## src/rtl/mc_ctrl_pkg.sv

```systemverilog
// Shared encodings for the multi-cycle MIPS32 controller and its datapath muxes.
// MC_CTRL_ADDI_EN adds the ADDI_EX/ADDI_WB states for addi support.
package mc_ctrl_pkg;

  typedef enum logic [3:0] {
    INIT      = 4'd0,
    FETCH     = 4'd1,
    DECODE    = 4'd2,
    MEM_ADDR  = 4'd3,
    MEM_READ  = 4'd4,
    MEM_WB    = 4'd5,
    MEM_WRITE = 4'd6,
    EXECUTE   = 4'd7,
    R_WB      = 4'd8,
    BRANCH    = 4'd9,
    JUMP      = 4'd10,
    ILLEGAL   = 4'd11
`ifdef MC_CTRL_ADDI_EN
    ,ADDI_EX  = 4'd12,
    ADDI_WB   = 4'd13
`endif
  } state_t;

  localparam logic [5:0] OP_RTYPE = 6'b000000;
  localparam logic [5:0] OP_J     = 6'b000010;
  localparam logic [5:0] OP_BEQ   = 6'b000100;
  localparam logic [5:0] OP_ADDI  = 6'b001000;
  localparam logic [5:0] OP_LW    = 6'b100011;
  localparam logic [5:0] OP_SW    = 6'b101011;

  localparam logic [1:0] SRCB_B       = 2'b00;
  localparam logic [1:0] SRCB_FOUR    = 2'b01;
  localparam logic [1:0] SRCB_IMM     = 2'b10;
  localparam logic [1:0] SRCB_IMM_SH2 = 2'b11;

  localparam logic [1:0] ALU_ADD   = 2'b00;
  localparam logic [1:0] ALU_SUB   = 2'b01;
  localparam logic [1:0] ALU_FUNCT = 2'b10;

  localparam logic [1:0] PCSRC_ALU    = 2'b00;
  localparam logic [1:0] PCSRC_ALUOUT = 2'b01;
  localparam logic [1:0] PCSRC_JUMP   = 2'b10;

  typedef struct packed {
    logic       pc_write;
    logic       pc_write_cond;
    logic       i_or_d;
    logic       mem_read;
    logic       mem_write;
    logic       ir_write;
    logic       mem_to_reg;
    logic       reg_dst;
    logic       reg_write;
    logic       alu_src_a;
    logic [1:0] alu_src_b;
    logic [1:0] alu_op;
    logic [1:0] pc_source;
    logic       illegal_op;
  } ctrl_t;

  localparam ctrl_t CTRL_NONE = '0;

endpackage

```

## src/rtl/multi_cycle_control_if.sv

```systemverilog
// Opcode in, datapath mux selects and write enables out, between controller and datapath.
interface multi_cycle_control_if;
  logic [5:0] opcode;
  logic       pc_write;
  logic       pc_write_cond;
  logic       i_or_d;
  logic       mem_read;
  logic       mem_write;
  logic       ir_write;
  logic       mem_to_reg;
  logic       reg_dst;
  logic       reg_write;
  logic       alu_src_a;
  logic [1:0] alu_src_b;
  logic [1:0] alu_op;
  logic [1:0] pc_source;
  logic       illegal_op;
  logic [3:0] state;

  modport master (
    input  opcode,
    output pc_write, pc_write_cond, i_or_d, mem_read, mem_write, ir_write,
           mem_to_reg, reg_dst, reg_write, alu_src_a, alu_src_b, alu_op,
           pc_source, illegal_op, state
  );

  modport slave (
    output opcode,
    input  pc_write, pc_write_cond, i_or_d, mem_read, mem_write, ir_write,
           mem_to_reg, reg_dst, reg_write, alu_src_a, alu_src_b, alu_op,
           pc_source, illegal_op, state
  );
endinterface

```

## src/rtl/mc_ctrl_decode.sv

```systemverilog
// Moore output decode: maps the controller state onto datapath selects and strobes.
// Built with MC_CTRL_ADDI_EN, also decodes the ADDI_EX/ADDI_WB states.
module mc_ctrl_decode
  import mc_ctrl_pkg::*;
(
  input  state_t state,
  output ctrl_t  ctrl
);

  always_comb begin
    ctrl = CTRL_NONE;
    case (state)
      FETCH: begin
        ctrl.mem_read  = 1'b1;
        ctrl.ir_write  = 1'b1;
        ctrl.alu_src_b = SRCB_FOUR;
        ctrl.pc_write  = 1'b1;
      end
      DECODE:    ctrl.alu_src_b = SRCB_IMM_SH2;
      MEM_ADDR: begin
        ctrl.alu_src_a = 1'b1;
        ctrl.alu_src_b = SRCB_IMM;
      end
      MEM_READ: begin
        ctrl.mem_read = 1'b1;
        ctrl.i_or_d   = 1'b1;
      end
      MEM_WB: begin
        ctrl.reg_write  = 1'b1;
        ctrl.mem_to_reg = 1'b1;
      end
      MEM_WRITE: begin
        ctrl.mem_write = 1'b1;
        ctrl.i_or_d    = 1'b1;
      end
      EXECUTE: begin
        ctrl.alu_src_a = 1'b1;
        ctrl.alu_op    = ALU_FUNCT;
      end
      R_WB: begin
        ctrl.reg_write = 1'b1;
        ctrl.reg_dst   = 1'b1;
      end
      BRANCH: begin
        ctrl.alu_src_a     = 1'b1;
        ctrl.alu_op        = ALU_SUB;
        ctrl.pc_write_cond = 1'b1;
        ctrl.pc_source     = PCSRC_ALUOUT;
      end
      JUMP: begin
        ctrl.pc_write  = 1'b1;
        ctrl.pc_source = PCSRC_JUMP;
      end
      ILLEGAL:   ctrl.illegal_op = 1'b1;
`ifdef MC_CTRL_ADDI_EN
      ADDI_EX: begin
        ctrl.alu_src_a = 1'b1;
        ctrl.alu_src_b = SRCB_IMM;
        ctrl.alu_op    = ALU_ADD;
      end
      ADDI_WB:   ctrl.reg_write = 1'b1;
`endif
      default:   ctrl = CTRL_NONE;
    endcase
  end

endmodule

```

## src/rtl/multi_cycle_control.sv

```systemverilog
// Main control FSM for the multi-cycle MIPS32 datapath: state register, opcode latch, next state.
// MC_CTRL_ADDI_EN enables addi via ADDI_EX -> ADDI_WB; otherwise 001000 is illegal.
module multi_cycle_control (
  input  logic                  clk,
  input  logic                  rst_n,
  multi_cycle_control_if.master bus
);
  import mc_ctrl_pkg::*;

  // state | meaning
  // INIT/FETCH/DECODE | reset, IR load + PC+4, register read + branch target
  // MEM_ADDR/MEM_READ/MEM_WB/MEM_WRITE | lw/sw address, load, load write-back, store
  // EXECUTE/R_WB/BRANCH/JUMP/ILLEGAL | R-type ALU, R-type write-back, beq, j, bad opcode
  // ADDI_EX/ADDI_WB | addi ALU, addi write-back (MC_CTRL_ADDI_EN only)

  state_t     state_q;
  logic [5:0] op_q;
  ctrl_t      ctrl;

  always_ff @(posedge clk or negedge rst_n) begin
    if (!rst_n) begin
      state_q <= INIT;
      op_q    <= '0;
    end else begin
      case (state_q)
        INIT:     state_q <= FETCH;
        FETCH:    state_q <= DECODE;
        DECODE: begin
          op_q <= bus.opcode;
          case (bus.opcode)
            OP_LW, OP_SW: state_q <= MEM_ADDR;
            OP_RTYPE:     state_q <= EXECUTE;
            OP_BEQ:       state_q <= BRANCH;
            OP_J:         state_q <= JUMP;
`ifdef MC_CTRL_ADDI_EN
            OP_ADDI:      state_q <= ADDI_EX;
`endif
            default:      state_q <= ILLEGAL;
          endcase
        end
        // Only the latched opcode is trusted once DECODE has passed.
        MEM_ADDR: state_q <= (op_q == OP_SW) ? MEM_WRITE : MEM_READ;
        MEM_READ: state_q <= MEM_WB;
        EXECUTE:  state_q <= R_WB;
`ifdef MC_CTRL_ADDI_EN
        ADDI_EX:  state_q <= ADDI_WB;
`endif
        default:  state_q <= FETCH;
      endcase
    end
  end

  mc_ctrl_decode u_decode (
    .state (state_q),
    .ctrl  (ctrl)
  );

  assign bus.pc_write      = ctrl.pc_write;
  assign bus.pc_write_cond = ctrl.pc_write_cond;
  assign bus.i_or_d        = ctrl.i_or_d;
  assign bus.mem_read      = ctrl.mem_read;
  assign bus.mem_write     = ctrl.mem_write;
  assign bus.ir_write      = ctrl.ir_write;
  assign bus.mem_to_reg    = ctrl.mem_to_reg;
  assign bus.reg_dst       = ctrl.reg_dst;
  assign bus.reg_write     = ctrl.reg_write;
  assign bus.alu_src_a     = ctrl.alu_src_a;
  assign bus.alu_src_b     = ctrl.alu_src_b;
  assign bus.alu_op        = ctrl.alu_op;
  assign bus.pc_source     = ctrl.pc_source;
  assign bus.illegal_op    = ctrl.illegal_op;
  assign bus.state         = state_q;

endmodule
```

## src/flat_wrapper.sv

```systemverilog
// flat-port wrapper written by rule: the top's interface ports become plain ports
module multi_cycle_control_flat import mc_ctrl_pkg::*;
  (clk, rst_n, bus_opcode, bus_pc_write, bus_pc_write_cond, bus_i_or_d, bus_mem_read, bus_mem_write, bus_ir_write, bus_mem_to_reg, bus_reg_dst, bus_reg_write, bus_alu_src_a, bus_alu_src_b, bus_alu_op, bus_pc_source, bus_illegal_op, bus_state);
  multi_cycle_control_if bus_i ();
  input  logic clk;
  input  logic rst_n;
  input wire logic [$bits(bus_i.opcode)-1:0] bus_opcode;
  output wire logic [$bits(bus_i.pc_write)-1:0] bus_pc_write;
  output wire logic [$bits(bus_i.pc_write_cond)-1:0] bus_pc_write_cond;
  output wire logic [$bits(bus_i.i_or_d)-1:0] bus_i_or_d;
  output wire logic [$bits(bus_i.mem_read)-1:0] bus_mem_read;
  output wire logic [$bits(bus_i.mem_write)-1:0] bus_mem_write;
  output wire logic [$bits(bus_i.ir_write)-1:0] bus_ir_write;
  output wire logic [$bits(bus_i.mem_to_reg)-1:0] bus_mem_to_reg;
  output wire logic [$bits(bus_i.reg_dst)-1:0] bus_reg_dst;
  output wire logic [$bits(bus_i.reg_write)-1:0] bus_reg_write;
  output wire logic [$bits(bus_i.alu_src_a)-1:0] bus_alu_src_a;
  output wire logic [$bits(bus_i.alu_src_b)-1:0] bus_alu_src_b;
  output wire logic [$bits(bus_i.alu_op)-1:0] bus_alu_op;
  output wire logic [$bits(bus_i.pc_source)-1:0] bus_pc_source;
  output wire logic [$bits(bus_i.illegal_op)-1:0] bus_illegal_op;
  output wire logic [$bits(bus_i.state)-1:0] bus_state;
  assign bus_i.opcode = bus_opcode;
  assign bus_pc_write = bus_i.pc_write;
  assign bus_pc_write_cond = bus_i.pc_write_cond;
  assign bus_i_or_d = bus_i.i_or_d;
  assign bus_mem_read = bus_i.mem_read;
  assign bus_mem_write = bus_i.mem_write;
  assign bus_ir_write = bus_i.ir_write;
  assign bus_mem_to_reg = bus_i.mem_to_reg;
  assign bus_reg_dst = bus_i.reg_dst;
  assign bus_reg_write = bus_i.reg_write;
  assign bus_alu_src_a = bus_i.alu_src_a;
  assign bus_alu_src_b = bus_i.alu_src_b;
  assign bus_alu_op = bus_i.alu_op;
  assign bus_pc_source = bus_i.pc_source;
  assign bus_illegal_op = bus_i.illegal_op;
  assign bus_state = bus_i.state;
  multi_cycle_control u_core (.clk(clk), .rst_n(rst_n), .bus(bus_i));
endmodule
```

## config.mk

```make
export PLATFORM = sky130hd
export DESIGN_NAME = multi_cycle_control_flat
export DESIGN_NICKNAME = d
export VERILOG_FILES = /design/src/rtl/mc_ctrl_pkg.sv /design/src/rtl/multi_cycle_control_if.sv /design/src/rtl/mc_ctrl_decode.sv /design/src/rtl/multi_cycle_control.sv /design/src/flat_wrapper.sv
export SDC_FILE = /design/constraint.sdc
export NUM_CORES = 1
export LEC_CHECK = 0
export CAP_MARGIN = 15
export CORE_UTILIZATION = 36
export DETAILED_ROUTE_END_ITERATION = 10
export GPL_TIMING_DRIVEN = 0
export PLACE_DENSITY_LB_ADDON = 0.08
export SLEW_MARGIN = 15
export SYNTH_ARGS = -nofsm -noshare
export SYNTH_HDL_FRONTEND = slang
export SYNTH_SLANG_ARGS = --single-unit
```

## constraint.sdc

```tcl
create_clock -name clk -period 1.25 [get_ports clk]
set_input_delay 0.25 -clock clk [delete_from_list [all_inputs] [get_ports clk]]
set_output_delay 0.25 -clock clk [all_outputs]
set_load 0.02 [all_outputs]
```

==> metrics.yaml, run 1 <==
slew_violations: 0
min_path_cells: 2
vias: 821
power.leakage_nw: 0.696
insertion_delay_ns: 0.27
dp_hpwl_um: 1160
fin_skew_ns: 0.0104
portBuffers: 28
ys_types: 29
synthTopCellsByArea: "dfrtp_1 (38%), mux2_2 (8.5%), nor2_1 (4.5%)"
cp.required_ns: 1.00
timing.final.hold_violations: 0
slowest_stage: "dfrtp_2"
h-tree-depth: 1
rsz0062_at_grt: "true"
violations: "negative setup slack"
setup_viol: 26
synth-adder-area-share_pct: 0
die_area_sq_mm: 0.00201
yosysTopAreaCell: "dfrtp_1"
nets: 137
insertedDiodeCount: 0
netlist_area_sq_um: 662
ys_ff_latch: 10
cp_num_buf_inv: 2
place_area_sq_mm: 0.00113
core_sq_mm: 0.00173
p_per_area_mw_per_mm2: 2670
cts_sinks: 10
syn_inst: 68
cap_violations: 0
fin_crit_ns: 1.78
slowest_delay_ns: 0.46
synth_fp_nets: 76
cts_buffers: 3
timing.final.ws_setup_ns: -0.534
area_delta_synth_final_pct: 140
antenna_found_initial: 0
yosysWarnings: 0
tightest_slew_ns: 0.463
grt_max_degree: 11
worstPathMaxFanout: 5
wl_um: 2990
first_pass_iters: 4
synth_mux_area_share_pct: 11.7
end_kind: "primary output"
cts_root_buf: "clkbuf_4"
arrival_ns: 1.53
stdcell_area_sq_mm: 0.00159
status: "complete, but fails checks"
path_cells: "buf_8 -> or3b_4 -> a21oi_4 -> buf_6"
grt_pass1_wl_um: 3410
vdd_ir_drop_max_mv: 2.26
synth-seq-area-share_pct: 37.8
grtUsageTotal_pct: 23.8
rows: 15
synth_compound_area_share_pct: 9.07
routed_via_density: 5.37
start_kind: "flip-flop"
cts_tree: "yes"
routabilityCongestion: 0.722
start_util_pct: 38.3
stdcell_count: 153
worstSetupPathDepth: 4
fmax_ghz: 0.561
clk_pin_slew_worst_paths_ns: 0.07
initialDrtViolationCount: 17
syn_area_per_cell_sq_um: 9.73
ant_nets: 0
ff2ff_path_depth: 5
synth-xor-area-share_pct: 1.32
synth_simple_gate_area_share_pct: 35.5
cts_buffer_depth: 2
drive_gt1_share_pct: 78.1
hold_path.class: "in2reg"
synth.top_cell.area_share_pct: 37.8
slew_headroom_pct: 68.7
dieWidth_um: 44.9
drc: 0
cpLargestDelayFamily: "flip-flops"
critical_path_class: "reg2out"
io_pins: 29
first_global_vias: 727
wl_per_cell_um: 19.6
grt_overflow: 0
die_h_um: 44.9
dp_cells: 121
synth_top_family_by_area: "simple AND/OR/NAND/NOR gates"
finalCritPeriodShare_pct: 143
==> final timing paths <==
check                                 endpoint           startpoint  slack (ns)
max reg2reg                u_core.bus.state[2]  u_core.bus.state[2]       -0.23
max in group asynchronous  u_core.bus.state[3]                rst_n        0.61
min reg2reg                     u_core.op_q[3]       u_core.op_q[3]        0.51
min in group asynchronous       u_core.op_q[0]                rst_n        0.29
max                              bus_reg_write  u_core.bus.state[2]       -0.53
min                             u_core.op_q[1]        bus_opcode[1]        0.26
==> metrics by stage <==
step | setup TNS [ns] | setup WS, ns | util, % | total power [mW] | hold WS (ns)
floorplan | -3.21 | -0.224 | - | 2.00 | -0.0456
finish | -8.20 | -0.534 | 92.0 | 4.23 | 0.262
CTS | -8.11 | -0.514 | 82.2 | 3.60 | 0.264
global route | -9.32 | -0.575 | 92.0 | 4.41 | 0.254
global placement | -13.38 | -0.733 | 65.5 | 2.60 | 0.486
detailed placement | -13.55 | -0.739 | 65.5 | 2.62 | 0.491
==> where the power goes <==
part           internal, mW  switching, mW
logic                  1.86           1.46
clock network         0.123          0.111
registers             0.491          0.179
total                  2.48           1.75
==> cells by family after synthesis <==
family / count (synthesis)
simple gates: 35
flops: 10
compound gates: 9
mux: 7
buf+inv: 6
xor+xnor: 1
==> routing by layer <==
layer	track usage (%)	part of all wire (%)	vias to the layer above
met5	0	0	-
met4	12.1	3.7	0
met3	2.80	4.9	14
met2	42.4	53	41
met1	28.0	38	398
li1	-	-	368
==> worst reg2reg max path, cell delays in order (launching register included) <==
cell	delay (ns)
dfrtp_2	0.44
buf_8	0.14
buf_6	0.11
buf_6	0.09
or3b_1	0.36
a31oi_1	0.23
==> sequential cells by signal (all words and copies together) (netlist names) <==
| register | count |
|---|---|
| u_core.op_q | 6 |
| u_core.bus.state | 4 |
==> cell usage after synthesis <==
library cell	count
a211o_1	1
a21boi_0	1
a21o_1	1
a21oi_1	2
a31o_1	1
a31oi_1	2
and2_1	1
buf_4	2
clkbuf_1	4
dfrtp_1	10
mux2_1	1
mux2_2	5
mux2i_1	1
nand2_1	2
nand2b_1	4
nand2b_4	1
nand3_1	1
nand3b_1	3
nor2_1	8
nor3_1	4
nor3_4	1
nor3b_1	1
nor4b_1	3
nor4bb_1	1
o21ai_0	1
or2b_1	1
or3b_1	3
or4_4	1
xnor2_1	1
==> area by class of cell <==
type                    count  area, sq um
plain buffers               5         91.3
clock buffers               4         26.3
fillers                    61          139
multi-input cells          52          611
flip-flops and latches     10          255
well taps                  25         31.3
repair buffers             57          573
==> layout by cell type (no fill, tap or decap), types with 2 or more instances in the layout <==
cell type        count
a31oi_1              2
nor2_4               7
or3b_4               2
clkdlybuf4s50_1      3
buf_6               31
mux2_4               6
buf_12               2
nor3_4               2
nand2b_4             4
a21oi_4              2
nand3b_1             3
nor3_2               3
clkbuf_4             3
dfrtp_1              6
clkbuf_16            2
nor4b_4              2
dfrtp_2              4
buf_4               16
buf_2                4
buf_8                3
==> repair_timing <==
item / 4_1_cts / 5_1_grt
cloned: 1 / 0
endpoints found under the setup margin: 31 / 30
buffers inserted: 21 / 10
endpoints found under the hold margin: 0 / 0
resized for setup: 133 / 49
pin swaps: 11 / 7
hold buffers: 0 / 0
No activity file was read; power rests on OpenSTA's default activity.
==> inputs of run 2 (changes only) <==
CORE_MARGIN = 3   (was unset)
MAX_ROUTING_LAYER = met4   (was unset)
==> run 2 against run 1 <==
Effect of this change: the run now fails in global routing; area after synthesis stayed put; synthesized cell count is the same.
==> metrics.yaml, run 2 <==
synth-seq-area-share_pct: 37.8  # unchanged
dieWidth_um: 48.9  # +8.9%
routabilityCongestion: 0.770  # +6.7%
rows: 14  # -1
synth.top_cell.area_share_pct: 37.8  # unchanged
synth_fp_nets: 76  # unchanged
stop_stage: "global routing"
place_area_sq_mm: 0.00113  # -0.11%
dp_slack_ns: -0.739  # -0.000730 ns
synth_common_cells: "dfrtp_1 (10), nor2_1 (8), mux2_2 (5)"
dp_hpwl_um: 1310  # +13%
status: "stopped before the end"
worst_endpoint_kind: "primary output"
synth-edff-count: 0  # unchanged
h-tree-depth: 1  # unchanged
yosysWarnings: 0  # unchanged
netlist_area_sq_um: 662  # unchanged
yosysTopAreaCell: "dfrtp_1"
cts_root_buf: "clkbuf_4"
synth_ff_type: "dfrtp_1"
ys_ff_latch: 10  # unchanged
cts_sinks: 10  # unchanged
die_h_um: 48.9  # +8.9%
firstError: "[ERROR DPL-0038] Utilization greater than 100%, impossible to legalize"
cts_buffer_depth: 2  # unchanged
io_pins: 29  # unchanged
yosysMostFrequentCell: "dfrtp_1"
grt_max_degree: 11
portBuffers: 28  # unchanged
synthTopCellsByArea: "dfrtp_1 (38%), mux2_2 (8.5%), nor2_1 (4.5%)"
postGrtWorstEndpoint: "bus_pc_write"
ys_async_sr_fraction_pct: 100  # unchanged
syn_inst: 68  # unchanged
start_util_pct: 41.1  # +2.7 points
syn_area_per_cell_sq_um: 9.73  # unchanged
cts_buffers: 3  # unchanged
dp_cells: 120  # -0.83%
ys_types: 29  # unchanged
-- run 2: cell counts after synthesis --
Identical to the previous run, type by type.
-- run 2: logic make-up after synthesis --
kind of cell / after synthesis / share of synthesized area (%)
simple gates: 35 / 35.5
flops: 10 / 37.8
compound gates: 9 / 9.07
mux: 7 / 11.7
buf+inv: 6 / 4.54
xor+xnor: 1 / 1.32
-- run 2: what timing repair did --
| item | in CTS |
|---|---|
| resized for setup | 152 |
| setup buffers | 23 |
| hold buffers | 0 |
| pin swaps | 10 |
| endpoints found under the setup margin | 31 |
-- run 2: metrics by stage --
stage / hold WS, ns / TNS, ns
3_5_place_dp: 0.494 / -13.77
4_1_cts: 0.257 / -7.10
3_3_place_gp: 0.486 / -13.42
2_1_floorplan: -0.0456 / -3.21
==> inputs of run 3 (changes only) <==
CORE_AREA = 3 3 64 66   (was unset)
CORE_MARGIN = unset   (was 3)
CORE_UTILIZATION = unset   (was 36)
DIE_AREA = 0 0 67 69   (was unset)
MAX_ROUTING_LAYER = unset   (was met4)
PLACE_DENSITY_LB_ADDON = 0.15   (was 0.08)
clock period = 1.6 ns   (was 1.25 ns; I/O delays follow)
==> run 3 against run 2 <==
Effect of this change: the flow now finishes, with violations (negative setup slack).
==> metrics.yaml, run 3 (same netlist as run 1, synthesis figures left out) <==
rows: 22  # +8
slowest_delay_ns: 0.43
grt_overflow: 0
timing.final.ws_setup_ns: -0.195
rr_endpoint: "u_core.op_q[1]"
h-tree-depth: 1  # unchanged
tightest_slew_ns: 0.469
r2r_setup_slack_ns: 0.04
grt_max_degree: 11
fin_crit_ns: 1.79
ff2ff_path_depth: 4
worstPathMaxFanout: 5
fmax_ghz: 0.557
grtUsageTotal_pct: 9.07
slew_headroom_pct: 68.6
slew_violations: 0
initialDrtViolationCount: 27
cts_tree: "yes"
hold_path.class: "in2async"
area_delta_synth_final_pct: 97.5
crit_path_end: "bus_pc_write"
routed_via_density: 4.32
drc: 0
vdd_ir_drop_max_mv: 0.574
start_util_pct: 18.2  # -23 points
cts_sinks: 10  # unchanged
fin_skew_ns: 0.00141
timing.final.hold_violations: 0
cap_violations: 0
power.leakage_nw: 0.584
slowest_stage: "dfrtp_2"
final_common_cell: "buf_4"
cts_root_buf: "clkbuf_8"
cts_buffer_depth: 2  # unchanged
violations: "negative setup slack"
rsz0062_at_grt: "true"
most-common-layout-cells: "buf_4 (20), buf_6 (13), dlygate4sd2_1 (7)"
power_mw: 2.54
cp-startpoint: "u_core.bus.state[3]"
largest_reg_flops: 6
first_global_vias: 677
status: "complete, but fails checks"
dp_hpwl_um: 1480  # +13%
die_h_um: 69  # +41%
routabilityCongestion: 0.723  # -6.1%
clk_pin_slew_worst_paths_ns: 0.05
ant_nets: 0
nets: 126
regMostFlops: "u_core.op_q"
critical_path_class: "reg2out"
io_pins: 29  # unchanged
reg2reg_from: "u_core.bus.state[0]"
finalCritPeriodShare_pct: 112
arrival_ns: 1.47
p_per_area_mw_per_mm2: 1940
start_kind: "flip-flop"
fin_tns_setup_ns: -0.691
dieWidth_um: 67  # +37%
core_sq_mm: 0.00363
drive_gt1_share_pct: 59.8
portBuffers: 28  # unchanged
die_area_sq_mm: 0.00462
insertion_delay_ns: 0.23
setup_viol: 9
path_cells: "buf_8 -> or3b_1 -> a21oi_2 -> buf_6"
cp.required_ns: 1.28
wl_per_cell_um: 12.7
vias: 712
antenna_found_initial: 0
grt_pass1_wl_um: 3330
wl_um: 2100
insertedDiodeCount: 0
end_kind: "primary output"
cts_buffers: 3  # unchanged
first_pass_iters: 2
## run 3: routing by layer
metal  global-route usage, %  wire length, um  share of wire [%]
met4                    2.70               10               0.48
met2                    13.8              960                 46
met5                       0                0                  0
met1                    12.2              930                 44
met3                    2.77              202                9.6
## run 3: stage by stage
step | cells | hold WS [ns] | cell area, sq um | utilization (%) | setup WS (ns)
final | 165 | 0.409 | 1310 | 36.0 | -0.195
after global routing | 165 | 0.439 | 1310 | 36.0 | -0.271
after floorplan | 68 | 0.0244 | 687 | - | -0.101
after detailed placement | 144 | 0.490 | 1030 | 28.3 | -0.605
after global placement | 144 | 0.480 | 1030 | 28.3 | -0.604
after CTS | 158 | 0.426 | 1180 | 32.4 | -0.190
## run 3: cell type report
cell class              instances  area, sq um
repair buffers                 45          393
well taps                      48         60.1
plain buffers                   6         81.3
fillers                       385         2330
multi-input cells              52          463
clock buffers                   4         55.1
flip-flops and latches         10          255
## run 3: worst min path at each step
stage	slack, ns	end	from
2_1_floorplan	0.02	u_core.bus.state[0]	rst_n
3_3_place_gp	0.48	u_core.op_q[2]	u_core.op_q[2]
3_5_place_dp	0.49	u_core.op_q[2]	u_core.op_q[2]
4_1_cts	0.43	u_core.op_q[3]	rst_n
5_1_grt	0.44	u_core.op_q[3]	rst_n
6_report	0.41	u_core.op_q[3]	rst_n
## run 3: worst max-delay path, delay by kind of cell (launching register included)
kind	cells	cell delay (ns)
AO/OA/AOI/OAI	1	0.15
buffers and inverters	2	0.27
flip-flops	1	0.43
AND/OR/NAND/NOR	1	0.39
## run 3: power breakdown
part,switching (mW),internal [mW]
clock network,0.0925,0.216
registers,0.0994,0.384
logic,0.824,0.924
total,1.02,1.52
## run 3: timing repair
item / 4_1_cts / 5_1_grt
pin swaps: 4 / 6
gates cloned: 0 / 0
endpoints found under the setup margin: 23 / 17
resized for setup: 108 / 28
setup buffers: 10 / 7
hold buffers: 0 / 0
==> RTL change 1: new RTL, flow settings as in run 3 <==
Build with the macro `MC_CTRL_ADDI_EN` defined.
--- a/src/rtl/mc_ctrl_pkg.sv
+++ b/src/rtl/mc_ctrl_pkg.sv
@@ -1,4 +1,6 @@
 // Shared encodings for the multi-cycle MIPS32 controller and its datapath muxes.
 // MC_CTRL_ADDI_EN adds the ADDI_EX/ADDI_WB states for addi support.
+`define MC_CTRL_ADDI_EN
+
 package mc_ctrl_pkg;
 
Function: changed (a bounded check fails within 4 cycles, from zero or initial values and one cycle with rst_n low).
==> RTL change 1 against run 3 <==
  * The run still ends with negative setup slack left
  * Worst setup slack better by 0.027 ns
  * Synthesized cell count up 13%
  * Total power grew 9.1%
  * Sequential cell count unchanged
  * Fmax grew 1.5%
  * First-iteration DRC count down 30%
  * Design area shrank 1.5%
  * Wire length down 0.81%
  * Synthesized area up 7.6%
==> RTL change 1: results (changes against run 3) <==
status: finished, violations left (unchanged)
violated checks: negative setup slack (unchanged)
slowest cell on the critical path: dfrtp_2 (unchanged)
top cells by count, synth: 11 x nor2_1, 10 x dfrtp_1, 8 x mux2_2 (was 10 x dfrtp_1, 8 x nor2_1, 5 x mux2_2)
area fraction of the dominant cell type after synthesis: 35.15% (was 37.81%)
crit-path max cell delay: 0.40 ns (was 0.43 ns)
worst setup path startpoint: u_core.bus.state[2] (was u_core.bus.state[3])
Max clock buf depth: 2 (unchanged)
max reg flops: 6 (unchanged)
Seq/Total Area, Yosys: 35.15% (was 37.81%)
number of H-tree levels: 1 (unchanged)
share of cells above drive strength 1: 59.52% (was 59.83%)
syn nets: 85 (was 76)
Final #Nets: 135 (was 126)
Num CTS Buffers: 3 (unchanged)
HPWL Detailed: 1.488 mm (was 1.483 mm)
flop2flop setup slack: 0.11 ns (was 0.04 ns)
PortBufs: 28 (unchanged)
Worst Setup EP: bus_alu_src_a (was bus_pc_write)
final wirelength: 2.086 mm (was 2.103 mm)
r2r endpoint: u_core.bus.state[0] (was u_core.op_q[1])
Yosys cell types: 28 (was 29)
Worst-Skew Late Latency: 0.23 ns (about the same)
synth top area cells: dfrtp_1 35%, mux2_2 13%, buf_6 6.3%, nor2_1 5.8%, nand2b_1 3.5% (was dfrtp_1 38%, mux2_2 8.5%, nor2_1 4.5%, nor4b_1 4.0%, or3b_1 4.0%)
Reg2Reg Depth: 4 (unchanged)
worst reg2reg startpoint: u_core.bus.state[2] (was u_core.bus.state[0])
worst-path maximum fanout: 6 (was 5)
vias in the first global route: 734 (was 677)
Hold Crit Class: in2reg (was in2async)
Setup TNS Final: -0.7819 ns (was -0.6912 ns)
leakage: 0.5870 nW (was 0.5835 nW)
ys async rst share: 100.0% (unchanged)
setup ws final: -0.1676 ns (was -0.1947 ns)
Iter 0 DRT Violations: 19 (was 27)
Biggest register: u_core.op_q (unchanged)
CP Data Arrival Time: 1.45 ns (was 1.47 ns)
Vias per Instance: 4.264 (was 4.315)
GRT Total Usage: 9.043% (was 9.067%)
placer congestion estimate: 0.7516 (was 0.7229)
filler instances: 400 (was 385)
first-pass GRT wire length: 3.256 mm (was 3.332 mm)
# setup viols final: 9 (unchanged)
Setup Skew: 0.005450 ns (was 0.001414 ns)
relative slew slack: 69.92% (was 68.65%)
placed cell areas: 1086 µm² (was 1027 µm²)
worst vdd ir: 0.5152 mV (was 0.5742 mV)
first-pass iteration count of the detailed router: 4 (was 2)
==> RTL change 1: worst min path at each step <==
stage | startpoint | slack (ns) | endpoint
5_1_grt | bus_opcode[4] | 0.37 | u_core.op_q[4]
3_5_place_dp | u_core.op_q[4] | 0.49 | u_core.op_q[4]
2_1_floorplan | rst_n | 0.02 | u_core.bus.state[0]
6_report | bus_opcode[4] | 0.38 | u_core.op_q[4]
4_1_cts | bus_opcode[4] | 0.37 | u_core.op_q[4]
3_3_place_gp | u_core.op_q[4] | 0.49 | u_core.op_q[4]
==> RTL change 1: per-layer routing <==
layer | track usage (%) | vias to the layer above | routed length [µm]
met4 | 4.054 | 0 | 29
met2 | 15.17 | 26 | 1028
met3 | 1.140 | 4 | 132
li1 | - | 371 | -
met5 | 0 | - | 0
met1 | 11.22 | 341 | 895
==> RTL change 1: area by class of cell <==
type                       count  area [µm²]  share of cell area (%)
multi-input combinational     58       479.2                   37.22
timing repair buffer          45       362.8                   28.18
sequential                    10       254.0                   19.73
buffer                         7       78.83                   6.122
tap                           48       60.06                   4.665
clock buffer                   4       45.04                   3.499
inverter                       2       7.507                  0.5831
==> RTL change 1: repair_timing <==
| action | 4_1_cts | 5_1_grt |
|---|---|---|
| endpoints found under the setup margin | 27 | 22 |
| setup buffers | 14 | 3 |
| resized for setup | 110 | 10 |
| pin swaps | 8 | 3 |
| cloned | 0 | 0 |
==> RTL change 1: kinds of logic (layout without fill, tap and decap cells) <==
group	Yosys count	in the layout	share of synthesized area [%]
flip-flops	10	10	35.15
buffers and inverters	9	58	10.02
multiplexers	8	8	12.65
AND/OR/NAND/NOR	34	34	27.42
AO/OA/AOI/OAI	13	13	11.07
XOR/XNOR	3	3	3.691
==> RTL change 1: metrics by stage <==
step / setup WS, ns / cells / power, mW / hold slack, ns
after floorplan: -0.1130 / 77 / 1.532 / 0.02441
after global placement: -0.5863 / 153 / 2.134 / 0.4899
after detailed placement: -0.5837 / 153 / 2.147 / 0.4882
after CTS: -0.2120 / 171 / 2.718 / 0.3672
after global routing: -0.2152 / 174 / 2.956 / 0.3749
final: -0.1676 / 174 / 2.770 / 0.3759
==> RTL change 1: power by group <==
part	total (mW)	leakage [nW]	switching (mW)	internal [mW]
clock network	0.262	0.0228	0.0888	0.173
logic	2.03	0.448	0.983	1.05
registers	0.478	0.116	0.0902	0.387
==> RTL change 1: worst register-to-register path, delay by kind of cell (launching register included) <==
family                 cells  cell delay, ns
flip-flops                 1            0.40
buffers and inverters      2            0.26
AND/OR/NAND/NOR            1            0.51
AO/OA/AOI/OAI              1            0.19
==> RTL change 2: new RTL, flow settings as in run 3 <==
Made on the original files. Make the reset (`rst_n`) synchronous in one clocked block.
--- a/src/rtl/multi_cycle_control.sv
+++ b/src/rtl/multi_cycle_control.sv
@@ -18,5 +18,5 @@
   ctrl_t      ctrl;
 
-  always_ff @(posedge clk or negedge rst_n) begin
+  always_ff @(posedge clk) begin
     if (!rst_n) begin
       state_q <= INIT;
Formal check against the unedited RTL: differs if rst_n is asserted again (counterexample within 4 cycles, from zero or initial values and one cycle with rst_n low); with rst_n held inactive, the same outputs for 10 cycles.
==> RTL change 2 against run 3 <==
  * The flow still finishes with violations (negative setup slack)
  * Sequential share of layout area fell by 2.6 points
  * Worst setup slack improved by 0.11 ns
  * Design area fell by 2.5%
  * Critical path type unchanged
  * Fmax rose by 6.3%
  * Count of clock-buffer cells in the layout fell by 1
  * Synthesized area rose by 2.8%
  * Sequential cell count did not move
  * Core utilization fell by 0.90 points
  * Wire length fell by 2.7%
Power is left out: it rests on default switching activity, and per cell area and clock period it moved more than threefold.
==> RTL change 2: results (changes against run 3) <==
Setup TNS Final: -0.3160 ns (was -0.6912 ns)
post-synthesis compound-gate area fraction: 9.743% (was 9.074%)
Non-clock buffer share: 34.64% (was 36.27%)
worst-path maximum fanout: 6 (was 5)
post-synthesis mux area share: 13.60% (was 11.72%)
Layout Cells excl Fill: 176 (was 165)
filler instances: 401 (was 385)
met3 Usage GRT: 1.629% (was 2.769%)
inverters: 3 (was 0)
Seq/Total Area, Yosys: 29.41% (was 37.81%)
final wirelength: 2.047 mm (was 2.103 mm)
vias in the first global route: 758 (was 677)
share of cells above drive strength 1: 49.22% (was 59.83%)
PostCTS Resize Cnt: 98 (was 108)
synth top area cells: dfxtp_1 29%, mux2i_1 10%, nor2_1 6.6%, nor2b_1 6.4%, nor3_1 3.7% (was dfrtp_1 38%, mux2_2 8.5%, nor2_1 4.5%, nor4b_1 4.0%, or3b_1 4.0%)
status: finished, violations left (unchanged)
Iter 0 DRT Violations: 41 (was 27)
GRT Total Usage: 9.168% (was 9.067%)
Seq Cell Count: 10 (unchanged)
placer congestion estimate: 0.7093 (was 0.7229)
met2 routed WL: 943 µm (was 960 µm)
CP Data Arrival Time: 1.37 ns (was 1.47 ns)
met3 routed WL: 162 µm (was 202 µm)
max layer used: met4 (unchanged)
# setup viols final: 5 (was 9)
ys async rst share: 0% (was 100.0%)
sequential share of cell area: 16.88% (was 19.52%)
setup ws final: -0.08842 ns (was -0.1947 ns)
multi-input combinational area share: 39.25% (was 35.41%)
Final #Nets: 138 (was 126)
post-synthesis xor/xnor area fraction: 2.574% (was 1.323%)
clock-cell share of area: 3.238% (was 4.211%)
hold_ws: 0.5091 ns (was 0.4087 ns)
prevailing post-synth register cell: dfxtp_1 (was dfrtp_1)
Final Util: 35.09% (was 35.98%)
placed cell areas: 1051 µm² (was 1027 µm²)
syn nets: 89 (was 76)
first-pass GRT wire length: 3.374 mm (was 3.332 mm)
#MultiIn Comb: 62 (was 52)
met2 usage: 14.85% (was 13.76%)
Yosys cell types: 33 (was 29)
relative slew slack: 72.41% (was 68.65%)
violated checks: negative setup slack (unchanged)
Hold Crit Class: reg2reg (was in2async)
r2r endpoint: u_core.op_q[4] (was u_core.op_q[1])
HPWL Detailed: 1.500 mm (was 1.483 mm)
register area: 215.2 µm² (was 255.2 µm²)
top cells by count, synth: 12 x nor2_1, 10 x dfxtp_1, 7 x mux2i_1, 7 x nor2b_1, 5 x nor3_1 (was 10 x dfrtp_1, 8 x nor2_1, 5 x mux2_2)
met1 global-route usage: 11.87% (was 12.19%)
clock buf count: 3 (was 4)
Setup Skew: 0.004293 ns (was 0.001414 ns)
Inst Count DP: 157 (was 144)
average size of a mapped cell: 8.403 µm² (was 9.734 µm²)
first-pass iteration count of the detailed router: 4 (was 2)
==> RTL change 2: cell count changes in the layout (fill, tap and decap cells not counted), sizes merged, moves of 3 or more <==
cell / delta
dfrtp: -10
dfxtp: +10
nor2b: +7
mux2i: +6
mux2: -4
nor2: +4
buf: -3
clkdlybuf4s50: +3
inv: +3
==> RTL change 2: worst max path at each step <==
stage | from | endpoint | slack [ns] | cells past startpoint
after floorplan | u_core.bus.state[0] | bus_pc_write | -0.05 | 4
after global placement | u_core.bus.state[0] | bus_pc_write | -0.59 | 5
after detailed placement | u_core.bus.state[0] | bus_pc_write | -0.60 | 5
after CTS | u_core.bus.state[1] | bus_pc_write | -0.11 | 4
after global routing | u_core.bus.state[0] | bus_pc_write | -0.13 | 5
final | u_core.bus.state[0] | bus_pc_write | -0.09 | 5
==> RTL change 2: worst max-delay path, stage by stage, from the launching register on <==
cell	delay [ns]
dfxtp_4	0.34
buf_8	0.11
inv_6	0.04
or3_4	0.39
a21oi_4	0.13
buf_6	0.13
